### config.mk
export PLATFORM = sky130hd
export DESIGN_NAME = nibble_serial_adder
export DESIGN_NICKNAME = d
export VERILOG_FILES = /design/src/rtl/nibble_serial_adder_pkg.sv /design/src/rtl/nibble_serial_adder_rca_4.sv /design/src/rtl/nibble_serial_adder.sv
export SDC_FILE = /design/constraint.sdc
export NUM_CORES = 1
export LEC_CHECK = 0
export BUFFER_PORTS_ARGS = -buffer_cell sky130_fd_sc_hd__clkbuf_2
export CORE_ASPECT_RATIO = 2
export CORE_UTILIZATION = 58
export CTS_BUF_LIST = sky130_fd_sc_hd__clkbuf_8 sky130_fd_sc_hd__clkbuf_16
export DETAILED_ROUTE_END_ITERATION = 7
export GPL_TIMING_DRIVEN = 0
export HOLD_SLACK_MARGIN = 0.1
export PLACE_DENSITY = 0.81
export SLEW_MARGIN = 5
export SYNTH_ARGS = -nofsm -noshare
export SYNTH_HDL_FRONTEND = slang
export SYNTH_SLANG_ARGS = --single-unit
### constraint.sdc
create_clock -name clk -period 5.45 [get_ports clk]
set_input_delay 0.545 -clock clk [delete_from_list [all_inputs] [get_ports clk]]
set_output_delay 0.545 -clock clk [all_outputs]
set_load 0.01 [all_outputs]
### src/rtl/nibble_serial_adder_pkg.sv
// rtl/nibble_serial_adder_pkg.sv - shared constants and state encoding for nibble_serial_adder
//
// Contents:
//   NIBBLE_W : width of one adder slice (4 bits)
//   state_e  : FSM encoding (ST_IDLE, ST_RUN, ST_DONE)
package nibble_serial_adder_pkg;

    localparam int NIBBLE_W = 4;

    typedef enum logic [1:0] {
        ST_IDLE = 2'd0,
        ST_RUN  = 2'd1,
        ST_DONE = 2'd2
    } state_e;

endpackage

### src/rtl/nibble_serial_adder_rca_4.sv
// rtl/nibble_serial_adder_rca_4.sv - 4-bit ripple-carry adder slice
//
// Ports:
//   a, b  : input  [3:0] addends
//   cin   : input        carry in
//   sum   : output [3:0] a + b + cin (mod 16)
//   cout  : output       carry out of bit 3
module rca_4
    import nibble_serial_adder_pkg::*;
(
    output logic [NIBBLE_W-1:0] sum,
    output logic                cout,
    input  logic [NIBBLE_W-1:0] a,
    input  logic [NIBBLE_W-1:0] b,
    input  logic                cin
);

    logic [NIBBLE_W:0] carry;

    // Explicit ripple chain so the slice stays a true ripple adder.
    always_comb begin
        carry[0] = cin;
        for (int i = 0; i < NIBBLE_W; i++) begin
            sum[i]       = a[i] ^ b[i] ^ carry[i];
            carry[i + 1] = (a[i] & b[i]) | (a[i] & carry[i]) | (b[i] & carry[i]);
        end
        cout = carry[NIBBLE_W];
    end

endmodule

### src/rtl/nibble_serial_adder.sv
// rtl/nibble_serial_adder.sv - multi-cycle WIDTH-bit adder using one 4-bit ripple slice
//
// Operands are accepted over in_valid/in_ready, summed one nibble per clock
// (LS nibble first, carry held in a register), and returned over
// out_valid/out_ready. Optional subtract mode under NIBBLE_SERIAL_ADDER_SUB_EN.
//
// Parameters:
//   WIDTH     : operand/sum width, multiple of 4, >= 4
// Ports:
//   clk       : input         rising-edge clock
//   rst       : input         asynchronous active-high reset
//   in_valid  : input         operand pair presented
//   in_ready  : output        operands accepted (IDLE only, low during reset)
//   a, b      : input  WIDTH  operands
//   cin       : input         carry into nibble 0
//   sub       : input         (NIBBLE_SERIAL_ADDER_SUB_EN only) 1 = a - b
//   out_valid : output        result available (DONE only)
//   out_ready : input         consumer takes result
//   sum       : output WIDTH  result
//   cout      : output        carry out of top nibble (no-borrow when subtracting)
module nibble_serial_adder
    import nibble_serial_adder_pkg::*;
#(
    parameter int WIDTH = 16
) (
    input  logic             clk,
    input  logic             rst,
    input  logic             in_valid,
    output logic             in_ready,
    input  logic [WIDTH-1:0] a,
    input  logic [WIDTH-1:0] b,
    input  logic             cin,
`ifdef NIBBLE_SERIAL_ADDER_SUB_EN
    input  logic             sub,
`endif
    output logic             out_valid,
    input  logic             out_ready,
    output logic [WIDTH-1:0] sum,
    output logic             cout
);

    localparam int NIBBLES = WIDTH / NIBBLE_W;
    localparam int IDX_W   = (NIBBLES > 1) ? $clog2(NIBBLES) : 1;
    localparam logic [IDX_W-1:0] LAST_IDX = IDX_W'(NIBBLES - 1);

    state_e             state_q, state_d;
    logic [IDX_W-1:0]   idx_q, idx_d;
    logic [WIDTH-1:0]   a_q, a_d;
    logic [WIDTH-1:0]   b_q, b_d;
    logic [WIDTH-1:0]   sum_q, sum_d;
    logic               carry_q, carry_d;
    logic               cout_q, cout_d;

    logic               accept;
    logic               last_nib;
    logic               b_inv;
    logic               carry_load;
    int unsigned        bit_base;

    logic [NIBBLE_W-1:0] rca_a;
    logic [NIBBLE_W-1:0] rca_b;
    logic [NIBBLE_W-1:0] rca_sum;
    logic                rca_cout;

`ifdef NIBBLE_SERIAL_ADDER_SUB_EN
    logic sub_q, sub_d;

    // Subtract = a + ~b + 1: invert B per nibble and force the initial carry.
    assign b_inv      = sub_q;
    assign carry_load = sub ? 1'b1 : cin;
`else
    assign b_inv      = 1'b0;
    assign carry_load = cin;
`endif

    assign accept   = in_valid && in_ready;
    assign last_nib = (idx_q == LAST_IDX);
    assign bit_base = NIBBLE_W * int'(idx_q);

    // ------------------------------------------------------------------
    // Single shared adder slice
    // ------------------------------------------------------------------
    always_comb begin
        rca_a = a_q[bit_base +: NIBBLE_W];
        rca_b = b_q[bit_base +: NIBBLE_W] ^ {NIBBLE_W{b_inv}};
    end

    rca_4 u_rca_4 (
        .sum  (rca_sum),
        .cout (rca_cout),
        .a    (rca_a),
        .b    (rca_b),
        .cin  (carry_q)
    );

    // ------------------------------------------------------------------
    // FSM: state register
    // ------------------------------------------------------------------
    always_ff @(posedge clk or posedge rst) begin
        if (rst) begin
            state_q <= ST_IDLE;
        end else begin
            state_q <= state_d;
        end
    end

    // ------------------------------------------------------------------
    // FSM: next state
    // ------------------------------------------------------------------
    always_comb begin
        state_d = state_q;
        case (state_q)
            ST_IDLE: if (accept)    state_d = ST_RUN;
            ST_RUN:  if (last_nib)  state_d = ST_DONE;
            ST_DONE: if (out_ready) state_d = ST_IDLE;
            default:                state_d = ST_IDLE;
        endcase
    end

    // ------------------------------------------------------------------
    // FSM: outputs
    // ------------------------------------------------------------------
    always_comb begin
        // in_ready is gated by rst so it reads 0 for the whole reset pulse.
        in_ready  = (state_q == ST_IDLE) && !rst;
        out_valid = (state_q == ST_DONE);
        sum       = sum_q;
        cout      = cout_q;
    end

    // ------------------------------------------------------------------
    // Datapath next-state
    // ------------------------------------------------------------------
    always_comb begin
        a_d     = a_q;
        b_d     = b_q;
        idx_d   = idx_q;
        carry_d = carry_q;
        sum_d   = sum_q;
        cout_d  = cout_q;
`ifdef NIBBLE_SERIAL_ADDER_SUB_EN
        sub_d   = sub_q;
`endif
        case (state_q)
            ST_IDLE: begin
                if (accept) begin
                    a_d     = a;
                    b_d     = b;
                    idx_d   = '0;
                    carry_d = carry_load;
`ifdef NIBBLE_SERIAL_ADDER_SUB_EN
                    sub_d   = sub;
`endif
                end
            end
            ST_RUN: begin
                sum_d[bit_base +: NIBBLE_W] = rca_sum;
                carry_d = rca_cout;
                idx_d   = idx_q + IDX_W'(1);
                if (last_nib) begin
                    cout_d = rca_cout;
                end
            end
            default: ;
        endcase
    end

    // ------------------------------------------------------------------
    // Datapath registers
    // ------------------------------------------------------------------
    always_ff @(posedge clk or posedge rst) begin
        if (rst) begin
            a_q     <= '0;
            b_q     <= '0;
            idx_q   <= '0;
            carry_q <= 1'b0;
            sum_q   <= '0;
            cout_q  <= 1'b0;
`ifdef NIBBLE_SERIAL_ADDER_SUB_EN
            sub_q   <= 1'b0;
`endif
        end else begin
            a_q     <= a_d;
            b_q     <= b_d;
            idx_q   <= idx_d;
            carry_q <= carry_d;
            sum_q   <= sum_d;
            cout_q  <= cout_d;
`ifdef NIBBLE_SERIAL_ADDER_SUB_EN
            sub_q   <= sub_d;
`endif
        end
    end

endmodule
==> impl_metrics.csv <==
group,metric,value,unit
placement,portBuffers,55,
synthesis,avgSynthCellArea,14.1,sq um
die,dieHeight,95.7,microns
die,rows,33,
layout,nets,290,
layout,fin_cells,296,
global_routing,grt_pass1_wl,8170,microns
layout,drive_gt1_share,49.2,%
global_routing,grt_use_total,24.1,%
sta,worstMarginPinSlew,593,ps
placement,place_congestion,0.730,
job,drv_cap,0,
die,coreArea,4130,sq um
placement,dp_cells,288,
setup_path,endpoint_kind,"register",
layout,mostFrequentLayoutCells,"55 x clkbuf_2, 54 x dfrtp_1, 33 x mux2_2",
cts,cts_htree_levels,2,
setup_path,r2r_cells,10,
setup_path,critPathLaunchType,"register",
synthesis,syn_area,2540,sq um
sta,max_freq,301,MHz
sta,rsz0062_at_grt,"false",
cts,clkLatencyLatePin,300,ps
cts,cts_resized,0,
setup_path,cp_max_fo,10,
setup_path,r2r-end,"sum[7]$_DFFE_PP0P_",
sta,whs,226,ps
die,initial_core_util,61.6,%
pwr,leakage,1.44,nW
synthesis,yosysTopAreaCell,"dfrtp_1",
global_routing,grt_max_degree,38,
pwr,power.density,636,nW/um^2
synthesis,ys_top_cells_by_area,"dfrtp_1 53%, mux2_2 15%, mux4_2 7.1%, fa_1 3.1%, ha_1 3.0%",
drt,drt_wl_total,4770,microns
layout,diodes,0,
setup_path,timing.rr.start,"idx_q[0]$_DFFE_PP0P_",
cts,cts-buffers-inserted,5,
cts,cts_tree,"yes",
setup_path,cp.required,5660,ps
sta,final.setup.tns,0,ps
drt,drt_iter0_drc,31,
synthesis,yosysWarnings,0,
synthesis,ys_types,29,
synthesis,synthCells,180,
setup_path,arrival,3540,ps
setup_path,crit_type,"reg2reg",
sta,fin_skew,4.00,ps
die,die_width,48.8,microns
die,dieArea,4670,sq um
cts,cts_setup_buffers,0,
die,ios,56,
synthesis,ys_seq_area_share,53.1,%
drt,avgViaCountPerCell,5.61,
status,status,"finished clean",
layout,final_common_cell,"clkbuf_2",
global_routing,overflow,0,
drt,ant_nets,0,
drt,remaining_drc_errors,0,
sta,fin_crit_sh,61.0,%
synthesis,yosys.area.top_type_share,53.1,%
drt,via_count,1661,
global_routing,grt_pass1_vias,1750,
layout,fin_util,73.0,%
cts,clk_pin_slew,90,ps
cts,numClockSinks,54,
placement,pre_cts_ws,2110,ps
placement,dp_hpwl,3730,microns
sta,setup_slack,2120,ps
global_routing,antenna_found_initial,0,
drt,avgRoutedWirePerCell,16.1,microns
cts,root_buffer,"clkbuf_8",
cts,ctsLongestPathBuffers,2,
pwr,irDropWorstVdd,0.426,mV
sta,period_needed,3330,ps
worst_hold_path,hp-class,"in2async",
sta,maxSlewViolCount,0,
synthesis,syn_nets,227,
sta,setup_viol,0,
layout,area_growth,18.5,%
synthesis,yosys_register_bits,54,
cts,hold_buffers,0,
sta,hold_viol,0,
sta,slew_headroom,60.5,%
drt,dr.pass1.iters,4,
setup_path,r2r_setup_slack,2120,ps
-- per-layer routing --
layer	global-route usage, %	up-vias	routed length (microns)
li1	-	768	-
met5	0	-	0
met4	11.3	0	124
met1	23.8	834	1640
met3	3.51	10	151
met2	47.7	49	2850
-- sequential cells by signal, summed over array words and instances, names as in the netlist --
signal	cells
a_q	16
b_q	16
sum	16
idx_q	2
state_q	2
carry_q	1
cout	1
-- power by group --
group          switching, W  total [W]  internal, W
combinational      0.000512   0.000970     0.000458
clock              0.000124   0.000252     0.000128
sequential         0.000112   0.000694     0.000582
-- critical path, stage by stage, from the launching register on --
cell	delay, ps
dfrtp_1	590
buf_2	360
mux4_2	570
fa_1	410
inv_1	80
fa_1	170
fa_1	160
inv_1	50
fa_1	500
nand2b_1	110
o31ai_1	250
-- worst max-delay path by stage --
| stage | startpoint | end | slack (ps) | cells after the start |
|---|---|---|---|---|
| finish | idx_q[0]$_DFFE_PP0P_ | sum[7]$_DFFE_PP0P_ | 2120 | 10 |
| global route | idx_q[0]$_DFFE_PP0P_ | sum[7]$_DFFE_PP0P_ | 1880 | 10 |
| CTS | idx_q[0]$_DFFE_PP0P_ | sum[7]$_DFFE_PP0P_ | 2080 | 10 |
| detailed placement | idx_q[0]$_DFFE_PP0P_ | sum[7]$_DFFE_PP0P_ | 2110 | 10 |
| global placement | idx_q[0]$_DFFE_PP0P_ | sum[7]$_DFFE_PP0P_ | 2170 | 10 |
| floorplan | idx_q[0]$_DFFE_PP0P_ | sum[15]$_DFFE_PP0P_ | 2440 | 10 |
-- cell usage after synthesis --
master,instances
nand2_1,18
buf_6,1
nand2b_1,5
o21bai_1,1
nand3b_4,1
buf_2,5
fa_1,4
a22oi_1,1
nor2b_1,3
mux2_2,33
nor4b_1,1
clkbuf_1,1
o2bb2ai_1,1
nor3_2,1
o41ai_1,6
inv_1,9
dfrtp_1,54
nand3b_2,3
mux4_2,8
mux2_1,2
and2b_1,1
buf_1,1
or4b_4,1
nor3_1,1
o21ai_2,2
ha_1,6
nor2_1,1
a22o_1,3
o31ai_1,6
-- layout make-up --
class	count	area, sq um
flip-flops and latches	54	1350
multi-input cells	109	1110
inverters	9	33.8
well taps	52	65.1
clock buffers	8	110
plain buffers	8	43.8
repair buffers	56	295
fillers	317	1110
-- stage by stage --
stage,cell area (sq um),total power (W)
detailed placement,2900,0.00168
floorplan,2540,0.00139
global placement,2880,0.00165
finish,3010,0.00192
global route,3010,0.00206
CTS,3010,0.00194
-- cells by family after synthesis --
logic type	share of synthesized area [%]
flip-flops	53.1
multiplexers	22.6
adder cells (fa/ha/maj)	6.10
AND/OR/NAND/NOR	8.66
buffers and inverters	3.05
AO/OA/AOI/OAI	6.49
(Power assumes the default switching activity.)
